File: src/rtl/ysyx_25060166_lsu_pkg.sv
// Shared encodings for the LSU: access sizes, strobe patterns, FSM states
// and the alignment rule used to reject an access before it reaches the bus.
package ysyx_25060166_lsu_pkg;

  localparam logic [1:0] SZ_BYTE = 2'd0;
  localparam logic [1:0] SZ_HALF = 2'd1;
  localparam logic [1:0] SZ_WORD = 2'd2;
  localparam logic [1:0] SZ_ILL  = 2'd3;

  localparam logic [3:0] WSTRB_NONE = 4'b0000;
  localparam logic [3:0] WSTRB_B    = 4'b0001;
  localparam logic [3:0] WSTRB_H    = 4'b0011;
  localparam logic [3:0] WSTRB_W    = 4'b1111;

  typedef enum logic [1:0] {
    ST_IDLE = 2'd0,
    ST_REQ  = 2'd1,
    ST_WAIT = 2'd2,
    ST_RESP = 2'd3
  } state_e;

  function automatic logic misaligned(input logic [1:0] size, input logic [1:0] off);
    return (size == SZ_ILL) || (size == SZ_HALF && off[0]) || (size == SZ_WORD && off != 2'b00);
  endfunction

endpackage

File: src/rtl/ysyx_25060166_lsu_lane.sv
// Byte-lane steering: store strobes and data replication, plus load
// extraction (shift to bit 0 and zero above the access size).
module ysyx_25060166_lsu_lane
  import ysyx_25060166_lsu_pkg::*;
(
  input  logic [1:0]  size,
  input  logic [1:0]  off,
  input  logic [31:0] wdata,
  input  logic [31:0] rdata,
  output logic [3:0]  wstrb,
  output logic [31:0] wdata_rep,
  output logic [31:0] rdata_ext
);

  logic [31:0] shifted;

  assign shifted = rdata >> {off, 3'b000};

  always_comb begin
    wstrb     = WSTRB_NONE;
    wdata_rep = wdata;
    rdata_ext = shifted;
    case (size)
      SZ_BYTE: begin
        wstrb     = WSTRB_B << off;
        wdata_rep = {4{wdata[7:0]}};
        rdata_ext = {24'h0, shifted[7:0]};
      end
      SZ_HALF: begin
        wstrb     = WSTRB_H << off;
        wdata_rep = {2{wdata[15:0]}};
        rdata_ext = {16'h0, shifted[15:0]};
      end
      SZ_WORD: wstrb = WSTRB_W;
      default: ;
    endcase
  end

endmodule

File: src/rtl/ysyx_25060166_lsu.sv
// RV32E load/store unit: one bus transaction per request, IDLE/REQ/WAIT/RESP.
// Optional WAIT timeout enabled by YSYX_25060166_LSU_TIMEOUT_EN.
module ysyx_25060166_lsu
  import ysyx_25060166_lsu_pkg::*;
#(
  parameter int WIDTH          = 32,
  parameter int TIMEOUT_CYCLES = 255
) (
  input  logic             clk,
  input  logic             rst_n,
  input  logic             req_valid,
  output logic             req_ready,
  input  logic             req_wen,
  input  logic [1:0]       req_size,
  input  logic [WIDTH-1:0] req_addr,
  input  logic [WIDTH-1:0] req_wdata,
  output logic             resp_valid,
  output logic [WIDTH-1:0] resp_rdata,
  output logic             resp_err,
  output logic             mem_req_valid,
  input  logic             mem_req_ready,
  output logic             mem_req_wen,
  output logic [WIDTH-1:0] mem_req_addr,
  output logic [WIDTH-1:0] mem_req_wdata,
  output logic [3:0]       mem_req_wstrb,
  input  logic             mem_resp_valid,
  input  logic [WIDTH-1:0] mem_resp_rdata,
  input  logic             mem_resp_err
);

  state_e           state_q, state_d;
  logic             wen_q, wen_d;
  logic [1:0]       size_q, size_d;
  logic [1:0]       off_q, off_d;
  logic [WIDTH-1:0] addr_q, addr_d;
  logic [WIDTH-1:0] wdata_q, wdata_d;
  logic [3:0]       wstrb_q, wstrb_d;
  logic [WIDTH-1:0] rdata_q, rdata_d;
  logic             err_q, err_d;
`ifdef YSYX_25060166_LSU_TIMEOUT_EN
  logic [7:0]       cnt_q, cnt_d;
`endif

  logic [1:0]       lane_size, lane_off;
  logic [3:0]       lane_wstrb;
  logic [WIDTH-1:0] lane_wdata, lane_rdata;

  // One lane instance serves both directions: request fields while IDLE,
  // the latched size/offset once the transaction is in flight.
  ysyx_25060166_lsu_lane u_lane (
    .size      (lane_size),
    .off       (lane_off),
    .wdata     (req_wdata),
    .rdata     (mem_resp_rdata),
    .wstrb     (lane_wstrb),
    .wdata_rep (lane_wdata),
    .rdata_ext (lane_rdata)
  );

  always_comb begin
    state_d   = state_q;
    wen_d     = wen_q;
    size_d    = size_q;
    off_d     = off_q;
    addr_d    = addr_q;
    wdata_d   = wdata_q;
    wstrb_d   = wstrb_q;
    rdata_d   = rdata_q;
    err_d     = err_q;
    lane_size = size_q;
    lane_off  = off_q;
`ifdef YSYX_25060166_LSU_TIMEOUT_EN
    cnt_d     = cnt_q;
`endif
    case (state_q)
      ST_IDLE: begin
        lane_size = req_size;
        lane_off  = req_addr[1:0];
        if (req_valid) begin
          wen_d   = req_wen;
          size_d  = req_size;
          off_d   = req_addr[1:0];
          addr_d  = {req_addr[WIDTH-1:2], 2'b00};
          wdata_d = lane_wdata;
          wstrb_d = req_wen ? lane_wstrb : WSTRB_NONE;
          if (misaligned(req_size, req_addr[1:0])) begin
            state_d = ST_RESP;
            err_d   = 1'b1;
            rdata_d = '0;
          end else begin
            state_d = ST_REQ;
          end
        end
      end
      ST_REQ: begin
        if (mem_req_ready) begin
          state_d = ST_WAIT;
`ifdef YSYX_25060166_LSU_TIMEOUT_EN
          cnt_d   = 8'd0;
`endif
        end
      end
      ST_WAIT: begin
        if (mem_resp_valid) begin
          state_d = ST_RESP;
          err_d   = mem_resp_err;
          rdata_d = wen_q ? '0 : lane_rdata;
        end
`ifdef YSYX_25060166_LSU_TIMEOUT_EN
        else if (cnt_q == 8'(TIMEOUT_CYCLES - 1)) begin
          state_d = ST_RESP;
          err_d   = 1'b1;
          rdata_d = '0;
        end else begin
          cnt_d = cnt_q + 8'd1;
        end
`endif
      end
      ST_RESP: state_d = ST_IDLE;
      default: state_d = ST_IDLE;
    endcase
  end

  always_ff @(posedge clk or negedge rst_n) begin
    if (!rst_n) begin
      state_q <= ST_IDLE;
      wen_q   <= 1'b0;
      size_q  <= SZ_BYTE;
      off_q   <= 2'b00;
      addr_q  <= '0;
      wdata_q <= '0;
      wstrb_q <= WSTRB_NONE;
      rdata_q <= '0;
      err_q   <= 1'b0;
`ifdef YSYX_25060166_LSU_TIMEOUT_EN
      cnt_q   <= 8'd0;
`endif
    end else begin
      state_q <= state_d;
      wen_q   <= wen_d;
      size_q  <= size_d;
      off_q   <= off_d;
      addr_q  <= addr_d;
      wdata_q <= wdata_d;
      wstrb_q <= wstrb_d;
      rdata_q <= rdata_d;
      err_q   <= err_d;
`ifdef YSYX_25060166_LSU_TIMEOUT_EN
      cnt_q   <= cnt_d;
`endif
    end
  end

  // State resets to IDLE, so req_ready is gated to stay low while in reset.
  assign req_ready     = (state_q == ST_IDLE) && rst_n;
  assign resp_valid    = (state_q == ST_RESP);
  assign resp_rdata    = rdata_q;
  assign resp_err      = err_q;
  assign mem_req_valid = (state_q == ST_REQ);
  assign mem_req_wen   = wen_q;
  assign mem_req_addr  = addr_q;
  assign mem_req_wdata = wdata_q;
  assign mem_req_wstrb = wstrb_q;

endmodule
File: config.mk
export PLATFORM = sky130hd
export DESIGN_NAME = ysyx_25060166_lsu
export DESIGN_NICKNAME = d
export VERILOG_FILES = /design/src/rtl/ysyx_25060166_lsu_pkg.sv /design/src/rtl/ysyx_25060166_lsu_lane.sv /design/src/rtl/ysyx_25060166_lsu.sv
export SDC_FILE = /design/constraint.sdc
export NUM_CORES = 1
export LEC_CHECK = 0
export CELL_PAD_IN_SITES_DETAIL_PLACEMENT = 1
export CELL_PAD_IN_SITES_GLOBAL_PLACEMENT = 1
export CORE_MARGIN = 4
export CORE_UTILIZATION = 35
export DETAILED_ROUTE_END_ITERATION = 6
export GPL_ROUTABILITY_DRIVEN = 1
export HOLD_SLACK_MARGIN = 0.12
export PLACE_DENSITY = 0.94
export SYNTH_ARGS = -nofsm -noshare
export SYNTH_HDL_FRONTEND = slang
export SYNTH_SLANG_ARGS = --single-unit
File: constraint.sdc
create_clock -name clk -period 5.45 [get_ports clk]
set_input_delay 1.09 -clock clk [delete_from_list [all_inputs] [get_ports clk]]
set_output_delay 1.09 -clock clk [all_outputs]
set_load 0.02 [all_outputs]
==> results of run 1 <==
==> power groups by stage <==
stage / Combinational [mW] / Clock (mW) / Sequential, mW
global placement: 2.42 / 0 / 1.30
CTS: 2.54 / 0.618 / 1.32
floorplan: 1.13 / 0 / 1.67
finish: 2.53 / 0.601 / 1.32
global route: 2.69 / 0.648 / 1.36
detailed placement: 2.52 / 0 / 1.33
==> worst min path at each step <==
stage                      start                end  cells after the start
3_5_place_dp   mem_req_wdata[21]  mem_req_wdata[21]                      2
6_report       mem_req_wdata[26]  mem_req_wdata[26]                      2
4_1_cts        mem_req_wdata[10]  mem_req_wdata[10]                      2
2_1_floorplan          size_q[0]          size_q[0]                      1
3_3_place_gp   mem_req_wdata[10]  mem_req_wdata[10]                      2
5_1_grt        mem_req_wdata[10]  mem_req_wdata[10]                      2
==> metal layers <==
metal | part of all wire | vias to the layer above | global-route usage
met5 | 0 | - | 0
met4 | 0.047 | 0 | 0.119
met3 | 0.047 | 52 | 0.0425
met2 | 0.52 | 157 | 0.379
met1 | 0.39 | 2206 | 0.252
li1 | - | 1945 | -
==> flip-flops by register name (all words and copies together), names as in the netlist <==
register,cells
mem_req_addr,30
mem_req_wdata,32
mem_req_wen,1
mem_req_wstrb,4
off_q,2
resp_err,1
resp_rdata,32
size_q,2
state_q,2
==> worst max-delay path, delay by kind of cell <==
kind	cells	cell delay (ps)
simple gates	1	200
buf+inv	2	1040
==> metrics by stage <==
stage,setup slack (ps),utilization
6_report,2010,0.535
5_1_grt,1900,0.535
4_1_cts,1960,0.535
3_5_place_dp,1950,0.516
3_3_place_gp,1970,0.516
2_1_floorplan,3050,-
==> layout by cell type (no fill, tap or decap), types with 9 or more instances in the layout <==
cell / instances
a21oi_1: 11
a22o_1: 11
clkbuf_16: 9
clkdlybuf4s50_1: 206
dfrtp_1: 106
inv_1: 15
mux2_2: 49
mux2i_1: 35
nand2_1: 76
nand3_1: 10
o21ai_0: 26
==> logic make-up (layout without fill, tap and decap cells) <==
kind of cell	Yosys count	count (layout)	share of synthesized area
AND/OR/NAND/NOR	107	107	0.0931
other	1	3	0.000744
AO/OA/AOI/OAI	85	85	0.127
buffers and inverters	43	244	0.0452
multiplexers	91	91	0.199
flip-flops	106	106	0.526
adder cells (fa/ha/maj)	4	4	0.00993
==> final cells by class <==
class                           count  area share
Tap cell                          180      0.0301
Multi-Input combinational cell    289       0.290
Antenna cell                        1    0.000334
Timing Repair Buffer              213       0.282
Sequential cell                   106       0.354
Clock inverter                      5     0.00418
Inverter                           15     0.00752
Clock buffer                       11      0.0311
==> metrics, run 1 <==
post-synth top area share 0.526; Mapped Cells 437; setup skew after layout 8.32 ps; input/output buffers 207; most instantiated flip-flop cell in the synthesis netlist dfrtp_1; # Post-CTS Setup Buffers 0; count of placed standard cells including taps 803; power dissipated by switching net loads 1.87 mW; top fanout value on the critical path 42; Final Max Slew Viols 0; slack of the worst reg-to-reg path 2830 ps; internal power component 2.58 mW; asr flop ratio synth 1.00; detailed-route wire length per cell 21.8 µm; worst rel slew slack 0.335; die area 16400 µm²; class of the worst hold path reg -> reg; Die Y 128 µm; # resized after CTS 0; area of the placeable core 14000 µm²; final estimated routing congestion in global placement 0.894; worst-case vdd ir drop 0.273 mV; critical path endpoint req_ready; clock root cell clkbuf_16; number of routed nets with antenna violations 0; starting DRC count in detailed routing 208; count of flip-flops with a built-in enable after synthesis 0; Synth-to-Final Area Change 48.5%; CTS Buf Count 9; launch point of the worst path rst_n; initial core utilization 0.360; TritonCTS clock tree built; Vias 4360; CTS clock-pin slew for the worst setup and hold paths 70 ps; count of warnings emitted by yosys 0; portion of total power attributed to the clock network 0.135; final std cells w/o fill 820; row cnt 43; area of all placed cells without fillers 7490 µm²; Leak 3.21 nW; setup tns final 0 ps; # fillers 1498; biggest area consumer among synthesized cells dfrtp_1; fraction of power consumed by sequential logic 0.297; delay contributed by the slowest stage of the critical path 600 ps; cell types occupying the most area after synthesis dfrtp_1, mux2_2, mux2i_1; Max Clk Rate 291 MHz; sequential area share after synthesis 0.526; result of the run completed; CP max stage cell clkdlybuf4s50_1; cell breakdown of the critical path buf_4 > and2_1 > clkdlybuf4s50_1; number of buffers added to fix hold violations after cts 0; depth of the most critical reg-to-reg path 7; top cells by count, synth dfrtp_1, nand2_1, mux2_2, mux2i_1, o21ai_0; Critical Setup Path Class in -> out; share of power burned in combinational logic 0.568; gr usage total 0.218; Setup-failing EPs final 0; wire length of the first global-routing pass 27500 µm; deepest level of the CTS H-tree 3; clock network latency to the later pin of the worst-skew pair 350 ps; max cap viols 0; power density over cell area 594 nW/µm²; final worst-path cycle share 0.631; cell area after synthesis 5040 µm²; endpoint of the lowest-slack register-to-register path resp_rdata[8]; Sequential cell area 2650 µm²; net switching fraction of the power 0.421; Cell variety after synth 45; mean post-synth cell area 11.5 µm²; kind of start point of the critical path primary input; net total in the final layout 743; area post-placement 7220 µm²; count leader, synth dfrtp_1; Slew @ Worst Pin 978 ps; antenna violations before repair 1; area occupied by multi-input gates 2170 µm²; kind of end point of the critical path primary output; largest buffer count on any clock path 2; Design Power 4.45 mW; count of endpoints failing hold in the final timing report 0; Die Width 128 µm; via count of the first global-routing pass 4915; largest net degree at the start of global routing 67; Synth Register Bits 106; Sinks on Clock Net 106; count of unresolved DRC violations after routing 0; first-pass iteration count of the detailed router 4; I/O pin cnt 210; total length of routed wires 17800 µm; total overflow reported by the global router 0; layout cell share with drive strength beyond 1 0.133; Req. time, crit path 4360 ps; CP Data Arrival Time 2350 ps; final worst hold slack 490 ps; RSZ-0062 raised after global routing no; time the final worst path needs with I/O delays and setup 3440 ps; detailed placer's ending HPWL 13500 µm; reg-to-reg startpoint state_q[1]; Via-to-Cell Ratio 5.32
Power figures use the tool's default switching activity.
==> inputs of run 2 (changes only) <==
CORE_UTILIZATION = 33   (was 35)
PLACE_DENSITY = 0.89   (was 0.94)
clock period = 3.6 ns   (was 5.45 ns; I/O delays follow)
==> run 2 against run 1 <==
Net effect:
- via count decreased by 3.6%
- first-iteration DRC count shrank 9.6%
- power is 54% higher
- sequential power up 52%
- largest cell class unchanged
- largest power group unchanged
==> metrics, run 2 (synthesis results as in run 1) <==
result of the run completed; power density over cell area 906 nW/µm² (+53%); gr usage total 0.199 (-0.0191); largest buffer count on any clock path 2 (unchanged); CTS clock-pin slew for the worst setup and hold paths 70 ps (about the same); TritonCTS clock tree built; Via-to-Cell Ratio 5.09 (-4.2%); most common cell after layout, fill and taps aside clkdlybuf4s50_1; start point of the worst hold path mem_req_wdata[27]; reg-to-reg startpoint state_q[0]; total length of routed wires 17100 µm (-3.9%); fraction of power consumed by sequential logic 0.292 (-0.005); kind of start point of the critical path register; max cap viols 0 (unchanged); CP Data Arrival Time 2250 ps (-100 ps); Die Y 132 µm (+2.8%); slack of the worst reg-to-reg path 820 ps (-2010 ps); count of endpoints failing hold in the final timing report 0 (unchanged); largest net degree at the start of global routing 58 (-13%); number of buffers added to fix hold violations after cts 0 (unchanged); clock root cell clkbuf_16; total overflow reported by the global router 0 (unchanged); worst slack at placement 757 ps (-1200 ps); Vias 4201 (-3.6%); Final Max Slew Viols 0 (unchanged); number of cells on the worst hold path 2 (unchanged); Req. time, crit path 2880 ps (-1480 ps); time the final worst path needs with I/O delays and setup 2970 ps; worst-case hold path end point mem_req_wdata[27]; deepest level of the CTS H-tree 3 (unchanged); input/output buffers 207 (unchanged); kind of end point of the critical path primary output; Setup-failing EPs final 0 (unchanged); I/O pin cnt 210 (unchanged); count of placed standard cells including taps 809 (+0.75%); antenna violations before repair 0 (-1); fin worst setup slack 628 ps (-1380 ps); Die Width 132 µm (+2.8%); power dissipated by switching net loads 2.80 mW (+50%); CTS Buf Count 9 (unchanged); row cnt 44 (+2.3%); Critical Setup Path Class reg -> out; endpoint of the lowest-slack register-to-register path resp_rdata[29]; Max Clk Rate 337 MHz; via count of the first global-routing pass 4822 (-1.9%); area of the placeable core 14800 µm² (+5.5%); final estimated routing congestion in global placement 0.841 (-5.9%); final worst-path cycle share 0.825; count of unresolved DRC violations after routing 0 (unchanged); worst rel slew slack 0.518 (+0.183); net total in the final layout 745 (+0.27%); first-pass iteration count of the detailed router 4 (unchanged); RSZ-0062 raised after global routing no; setup tns final 0 ps (unchanged); worst-case vdd ir drop 0.413 mV (+51%); top fanout value on the critical path 13 (-69%); number of diodes 0 (-1); Slew @ Worst Pin 723 ps (-255 ps); net switching fraction of the power 0.408 (-0.0130); portion of total power attributed to the clock network 0.155 (+0.020); number of routed nets with antenna violations 0 (unchanged); class of the worst hold path reg -> reg; initial core utilization 0.342 (-0.0187); final std cells w/o fill 825 (+0.61%); layout cell share with drive strength beyond 1 0.137 (+0.00427); detailed-route wire length per cell 20.8 µm (-4.5%); clock network latency to the later pin of the worst-skew pair 350 ps (about the same); # fillers 1567 (+4.6%); leading cell types in the layout, fill and taps excluded clkdlybuf4s50_1, dfrtp_1, nand2_1, mux2_2, mux2i_1; share of power burned in combinational logic 0.553 (-0.015); die area 17300 µm² (+5.7%); depth of the most critical reg-to-reg path 7 (unchanged); wire length of the first global-routing pass 27400 µm (-0.15%); starting DRC count in detailed routing 188 (-9.6%); setup skew after layout 9.84 ps (+1.51 ps); # resized after CTS 0 (unchanged); internal power component 4.07 mW (+58%); Sinks on Clock Net 106 (unchanged); Synth-to-Final Area Change 50.3%; Leak 3.26 nW (+1.4%); detailed placer's ending HPWL 13400 µm (-1.2%); # Post-CTS Setup Buffers 0 (unchanged)
## run 2: layer usage
layer	part of all wire	vias to the layer above	global-route usage
met1	0.38	2083	0.228
met5	0	-	0
met4	0.041	0	0.0939
met2	0.52	135	0.345
li1	-	1943	-
met3	0.052	40	0.0547
## run 2: per-stage QoR
step / cell area, µm² / util / power (mW) / hold WS (ps)
CTS: 7580 / 0.514 / 6.94 / 487
global route: 7580 / 0.514 / 7.29 / 509
floorplan: 5050 / - / 4.25 / 424
finish: 7580 / 0.514 / 6.87 / 479
detailed placement: 7260 / 0.492 / 5.84 / 474
global placement: 7260 / 0.492 / 5.68 / 464
## run 2: layout make-up
class,instances,area [µm²],area share
inverter,15,56.3,0.00743
multi-input combinational,289,2180,0.287
clock inverter,6,90.1,0.0119
timing repair buffer,215,2140,0.283
tap,184,230,0.0304
clock buffer,10,229,0.0302
sequential,106,2650,0.350
## run 2: worst max-delay path: stages (launching register included)
cell	delay, ps
dfrtp_1	400
inv_1	110
ha_1	570
and2_1	220
clkdlybuf4s50_1	600
## run 2: worst max-delay path by stage
stage                     start             end  slack [ps]  depth (start not counted)
floorplan            state_q[0]   resp_rdata[0]        1630                          9
global placement    req_addr[0]  resp_rdata[21]         820                          5
detailed placement  req_size[1]  resp_rdata[17]         760                          5
CTS                  state_q[0]       req_ready         610                          4
global route         state_q[0]       req_ready         510                          4
finish               state_q[0]       req_ready         630                          4
## run 2: power groups by stage
stage | Clock (mW) | Sequential, mW | Combinational, mW
after global placement | 0 | 1.99 | 3.70
after global routing | 1.14 | 2.08 | 4.07
after detailed placement | 0 | 2.03 | 3.82
final | 1.06 | 2.01 | 3.80
after floorplan | 0 | 2.53 | 1.71
after CTS | 1.09 | 2.01 | 3.84
==> inputs of run 3 (changes only) <==
CORE_UTILIZATION = 29   (was 33)
PLACE_DENSITY = 0.84   (was 0.89)
clock period = 2.6 ns   (was 3.6 ns; I/O delays follow)
==> run 3 against run 2 <==
Net effect:
- combinational power grew 43%
- register-to-register slack got worse by 500 ps
- cell count increased by 5.2%
- clock power is 28% higher
- cell area grew 1.4%
- via count increased by 1.5%
==> metrics, run 3 (synthesis results as in run 1) <==
number of routed nets with antenna violations 0 (unchanged); internal power component 5.64 mW (+39%); count of placed standard cells including taps 854 (+5.6%); total overflow reported by the global router 0 (unchanged); largest buffer count on any clock path 2 (unchanged); worst slack at placement 92.3 ps (-665 ps); detailed-route wire length per cell 20.7 µm (-0.35%); total length of routed wires 18000 µm (+4.8%); input/output buffers 207 (unchanged); Sequential cell area 2650 µm² (unchanged); clock network latency to the later pin of the worst-skew pair 350 ps (about the same); row cnt 47 (+6.8%); largest net degree at the start of global routing 55 (-5.2%); Vias 4264 (+1.5%); top fanout value on the critical path 18 (+5); Die Width 140 µm (+6.3%); area of the placeable core 16800 µm² (+14%); class of the worst hold path in -> async; setup tns final 0 ps (unchanged); portion of total power attributed to the clock network 0.143 (-0.012); CP Data Arrival Time 2560 ps (+310 ps); worst rel slew slack 0.512 (-0.00619); antenna violations before repair 1 (+1); fin worst setup slack 320 ps (-308 ps); time the final worst path needs with I/O delays and setup 2280 ps; Max Clk Rate 439 MHz; final estimated routing congestion in global placement 0.859 (+2.1%); die area 19600 µm² (+13%); via count of the first global-routing pass 4789 (-0.68%); share of power burned in combinational logic 0.568 (+0.015); worst-case vdd ir drop 0.483 mV (+17%); Sinks on Clock Net 106 (unchanged); CTS Buf Count 9 (unchanged); number of buffers added to fix hold violations after cts 0 (unchanged); setup skew after layout 9.27 ps (-0.562 ps); wire length of the first global-routing pass 28200 µm (+3.0%); depth of the most critical reg-to-reg path 7 (unchanged); gr usage total 0.184 (-0.0154); # fillers 1832 (+17%); RSZ-0062 raised after global routing no; fraction of the core area covered by cells at the end of the flow 0.457 (-0.0568); net switching fraction of the power 0.410 (+0.00194); fraction of power consumed by sequential logic 0.289 (-0.003); Slew @ Worst Pin 733 ps (+9.28 ps); leading cell types in the layout, fill and taps excluded clkdlybuf4s50_1, dfrtp_1, nand2_1, mux2_2, mux2i_1; I/O pin cnt 210 (unchanged); clock root cell clkbuf_16; final std cells w/o fill 868 (+5.2%); Final Max Slew Viols 0 (unchanged); first-pass iteration count of the detailed router 4 (unchanged); kind of end point of the critical path register; area occupied by multi-input gates 2180 µm² (unchanged); # Post-CTS Setup Buffers 0 (unchanged); most common cell after layout, fill and taps aside clkdlybuf4s50_1; kind of start point of the critical path register; Synth-to-Final Area Change 52.4%; count of endpoints failing hold in the final timing report 0 (unchanged); Leak 3.31 nW (+1.6%); Setup-failing EPs final 0 (unchanged); Req. time, crit path 2880 ps (about the same); starting DRC count in detailed routing 185 (-1.6%); TritonCTS clock tree built; initial core utilization 0.300 (-0.0420); Design Power 9.56 mW (+39%); net total in the final layout 754 (+1.2%); area of all placed cells without fillers 7680 µm² (+1.4%); max cap viols 0 (unchanged); deepest level of the CTS H-tree 3 (unchanged); Critical Setup Path Class reg -> reg; power dissipated by switching net loads 3.91 mW (+40%); final worst hold slack 359 ps (-121 ps); count of unresolved DRC violations after routing 0 (unchanged); detailed placer's ending HPWL 13900 µm (+4.1%); area post-placement 7400 µm² (+1.9%); final worst-path cycle share 0.877; power density over cell area 1240 nW/µm² (+37%); CTS clock-pin slew for the worst setup and hold paths 80 ps (about the same); layout cell share with drive strength beyond 1 0.147 (+0.00955); Via-to-Cell Ratio 4.91 (-3.5%); Die Y 140 µm (+6.3%); result of the run completed
run 3: changes by cell type in the layout (fill, tap and decap cells not counted):
cell,previous run,this run
clkbuf_8,0,1
buf_12,1,3
diode_2,0,1
inv_6,1,0
clkinv_4,1,0
clkdlybuf4s50_1,206,205
clkbuf_1,1,0
buf_4,8,15
dlymetal6s2s_1,0,1
bufinv_16,2,1
run 3: final timing paths:
check                             startpoint                end  slack, ps
setup / recovery                  state_q[1]     resp_rdata[13]        320
hold / removal                         rst_n   mem_req_wdata[5]        360
setup reg to reg                  state_q[1]     resp_rdata[13]        320
hold reg to reg            mem_req_wdata[23]  mem_req_wdata[23]        480
max in group asynchronous              rst_n     resp_rdata[17]       1060
min in group clk           mem_req_wdata[23]  mem_req_wdata[23]        480
run 3: critical path: stages (launching register included):
cell and delay [ps]:
dfrtp_1 410, inv_1 130, ha_1 220, buf_12 190, inv_1 100, o22ai_1 430, a21o_1 480, a22o_1 250
run 3: final cells by class:
class                      instances  share of cell area
antenna                            1            0.000326
timing repair buffer             224               0.291
clock inverter                     3             0.00554
inverter                          15             0.00733
clock buffer                      10              0.0311
sequential                       106               0.345
multi-input combinational        289               0.283
tap                              220              0.0358
run 3: timing repair:
action | in CTS | in global routing
gates resized for setup | 0 | 1
endpoints found under the setup margin | 0 | 1
hold endpoints to repair | 0 | 0
run 3: metal layers:
layer,part of all wire,vias up,track usage
li1,-,1964,-
met1,0.39,2135,0.215
met2,0.52,129,0.319
met3,0.054,36,0.0494
met4,0.031,0,0.0750
met5,0,-,0
run 3: power by group through the flow:
| stage | clock (mW) | sequential, mW | combinational (mW) |
|---|---|---|---|
| after detailed placement | 0 | 2.78 | 5.44 |
| after floorplan | 0 | 3.51 | 2.37 |
| after CTS | 1.40 | 2.77 | 5.48 |
| final | 1.36 | 2.76 | 5.43 |
| after global routing | 1.46 | 2.86 | 5.81 |
| after global placement | 0 | 2.74 | 5.26 |
==> patch (settings of run 2) <==
Build with the macro `YSYX_25060166_LSU_TIMEOUT_EN` defined.
--- a/src/rtl/ysyx_25060166_lsu.sv
+++ b/src/rtl/ysyx_25060166_lsu.sv
@@ -1,4 +1,6 @@
 // RV32E load/store unit: one bus transaction per request, IDLE/REQ/WAIT/RESP.
 // Optional WAIT timeout enabled by YSYX_25060166_LSU_TIMEOUT_EN.
+`define YSYX_25060166_LSU_TIMEOUT_EN
+
 module ysyx_25060166_lsu
   import ysyx_25060166_lsu_pkg::*;
Formal check against the unedited RTL: no difference found for any inputs over 4 cycles, from zero or initial values and one cycle with rst_n low; that may be too few to reach the edited logic, so the function may still have changed.
==> patch against run 2 <==
  * Utilization shrank 0.26 points
  * Wire length grew 12%
  * Critical path depth grew 1
  * Combinational power grew 3%
  * Sequential power grew 6%
  * Synthesized area grew 11%
  * Fmax shrank 6.8%
  * Non-clock buffer count grew 3
  * Cell count grew 20%
  * Setup slack lost 0.22 ns
  * Cell area grew 12%
  * Power grew 13%
  * Global-route usage grew 0.20 points
  * Sequential cell count grew 8
==> patch: results (changes against run 2) <==
Layout Nets: 865 (+16%)
Worst Max-Slew Pin Slew: 1.12 ns (+0.393 ns)
Vias per inst: 5.15 (+1.1%)
FF/Latch Area: 0.00285 mm² (+7.5%)
HPWL Detailed: 14,200 µm (+6.2%)
Status: finished clean
Non-Filler Instances: 987 (+20%)
Via count of the first global-routing pass: 5,621 (+17%)
Num CTS Buffers: 17 (+8)
DRT met1 WL: 7610 µm (+16%)
Clk. pwr: 0.00174 W (+64%)
Non-clk bufs: 218 (+1.4%)
RR Endpoint: resp_rdata[8]$_DFFE_PN0P_
Met3 WL: 1500 µm (+68%)
Psw: 0.00314 W (+12%)
Buffer share of cell area: 0.255 (-0.0281)
Initial DRC count: 292 (+55%)
Inverters excl. clock: 15 (unchanged)
Post-Syn Instances: 556 (+27%)
Pre-CTS setup slack: 0.397 ns (-0.360 ns)
Met2 Use GR: 0.344 (-0.00175)
Clk Latency, worst-skew pair: 0.42 ns (+0.07 ns)
Global-route wire length before repair: 30,900 µm (+13%)
Drt wl/cell: 19.5 µm (-6.0%)
Routability cong.: 0.824 (-2.0%)
Max VDD drop: 0.407 mV (-1.4%)
Worst R2R Setup Slack: 0.68 ns (-0.14 ns)
Leak: 3.60 nW (+10%)
# clk buffers: 20 (+10)
Clock Pin Slew Worst Setup and Hold Paths: 0.05 ns (-0.02 ns)
WP data arrival: 2.47 ns (+0.22 ns)
Worst hold path class: primary input to async pin
Fill cells: 1,823 (+16%)
Netlist cell types: 49 (+8.9%)
All-Layer GR Usage: 0.201 (+0.00198)
Fmax: 314 MHz (-6.8%)
Met2 wire length: 9690 µm (+7.8%)
Reg2Reg Depth: 6 (-1)
Synth top area cells: dfrtp_1, mux2_2, mux2i_1
Seq/Total Area, Yosys: 0.507 (-0.0186)
Leading cell types by count after synthesis: dfrtp_1, nand2_1, o21ai_0
Reg power frac: 0.274 (-0.018)
Register bit total from synthesis: 114 (+7.5%)
Clock Skew: 0.00752 ns (-0.00232 ns)
Largest net degree at the start of global routing: 73 (+26%)
Share of cells above drive strength 1: 0.124 (-0.0134)
Met3 Use GR: 0.0704 (+0.0158)
Inst Count DP: 955 (+18%)
Multi-input gate area: 0.00255 mm² (+17%)
H-tree depth: 4 (+1)
Pint: 0.00462 W (+14%)
ClkCell Share: 0.0712 (+0.0291)
## patch: cell count changes after synthesis, moves of 10 or more
cell / delta
o21ai_0: +44
a21oi_1: +26
clkbuf_1: +15
nand2_1: +15
nor2_1: +12
a211oi_1: +11
a22o_1: -10
## patch: cell families (layout without fill, tap and decap cells)
family,count (synthesis),after routing,share of synthesized area
DFF,114,114,0.507
xor gates and xnor gates,5,5,0.00779
muxes,79,79,0.151
buffers and inverters,55,265,0.0436
and+or+nand+nor,129,129,0.0959
adders and majority gates,6,6,0.0134
AOI/OAI and AO/OA,167,167,0.180
other,1,2,0.000667
## patch: stage by stage
step                      hold WS, ns  cell area [µm²]
after floorplan                 0.424             5630
after global placement          0.460             7900
after detailed placement        0.472             7900
after CTS                       0.413             8500
after global routing            0.447             8500
final                           0.393             8500
## patch: critical path, cell delays in order (launching register included)
cell and delay, ns:
dfrtp_1 0.40, inv_1 0.11, ha_1 0.57, buf_4 0.26, and2_1 0.12, clkdlybuf4s50_1 0.59
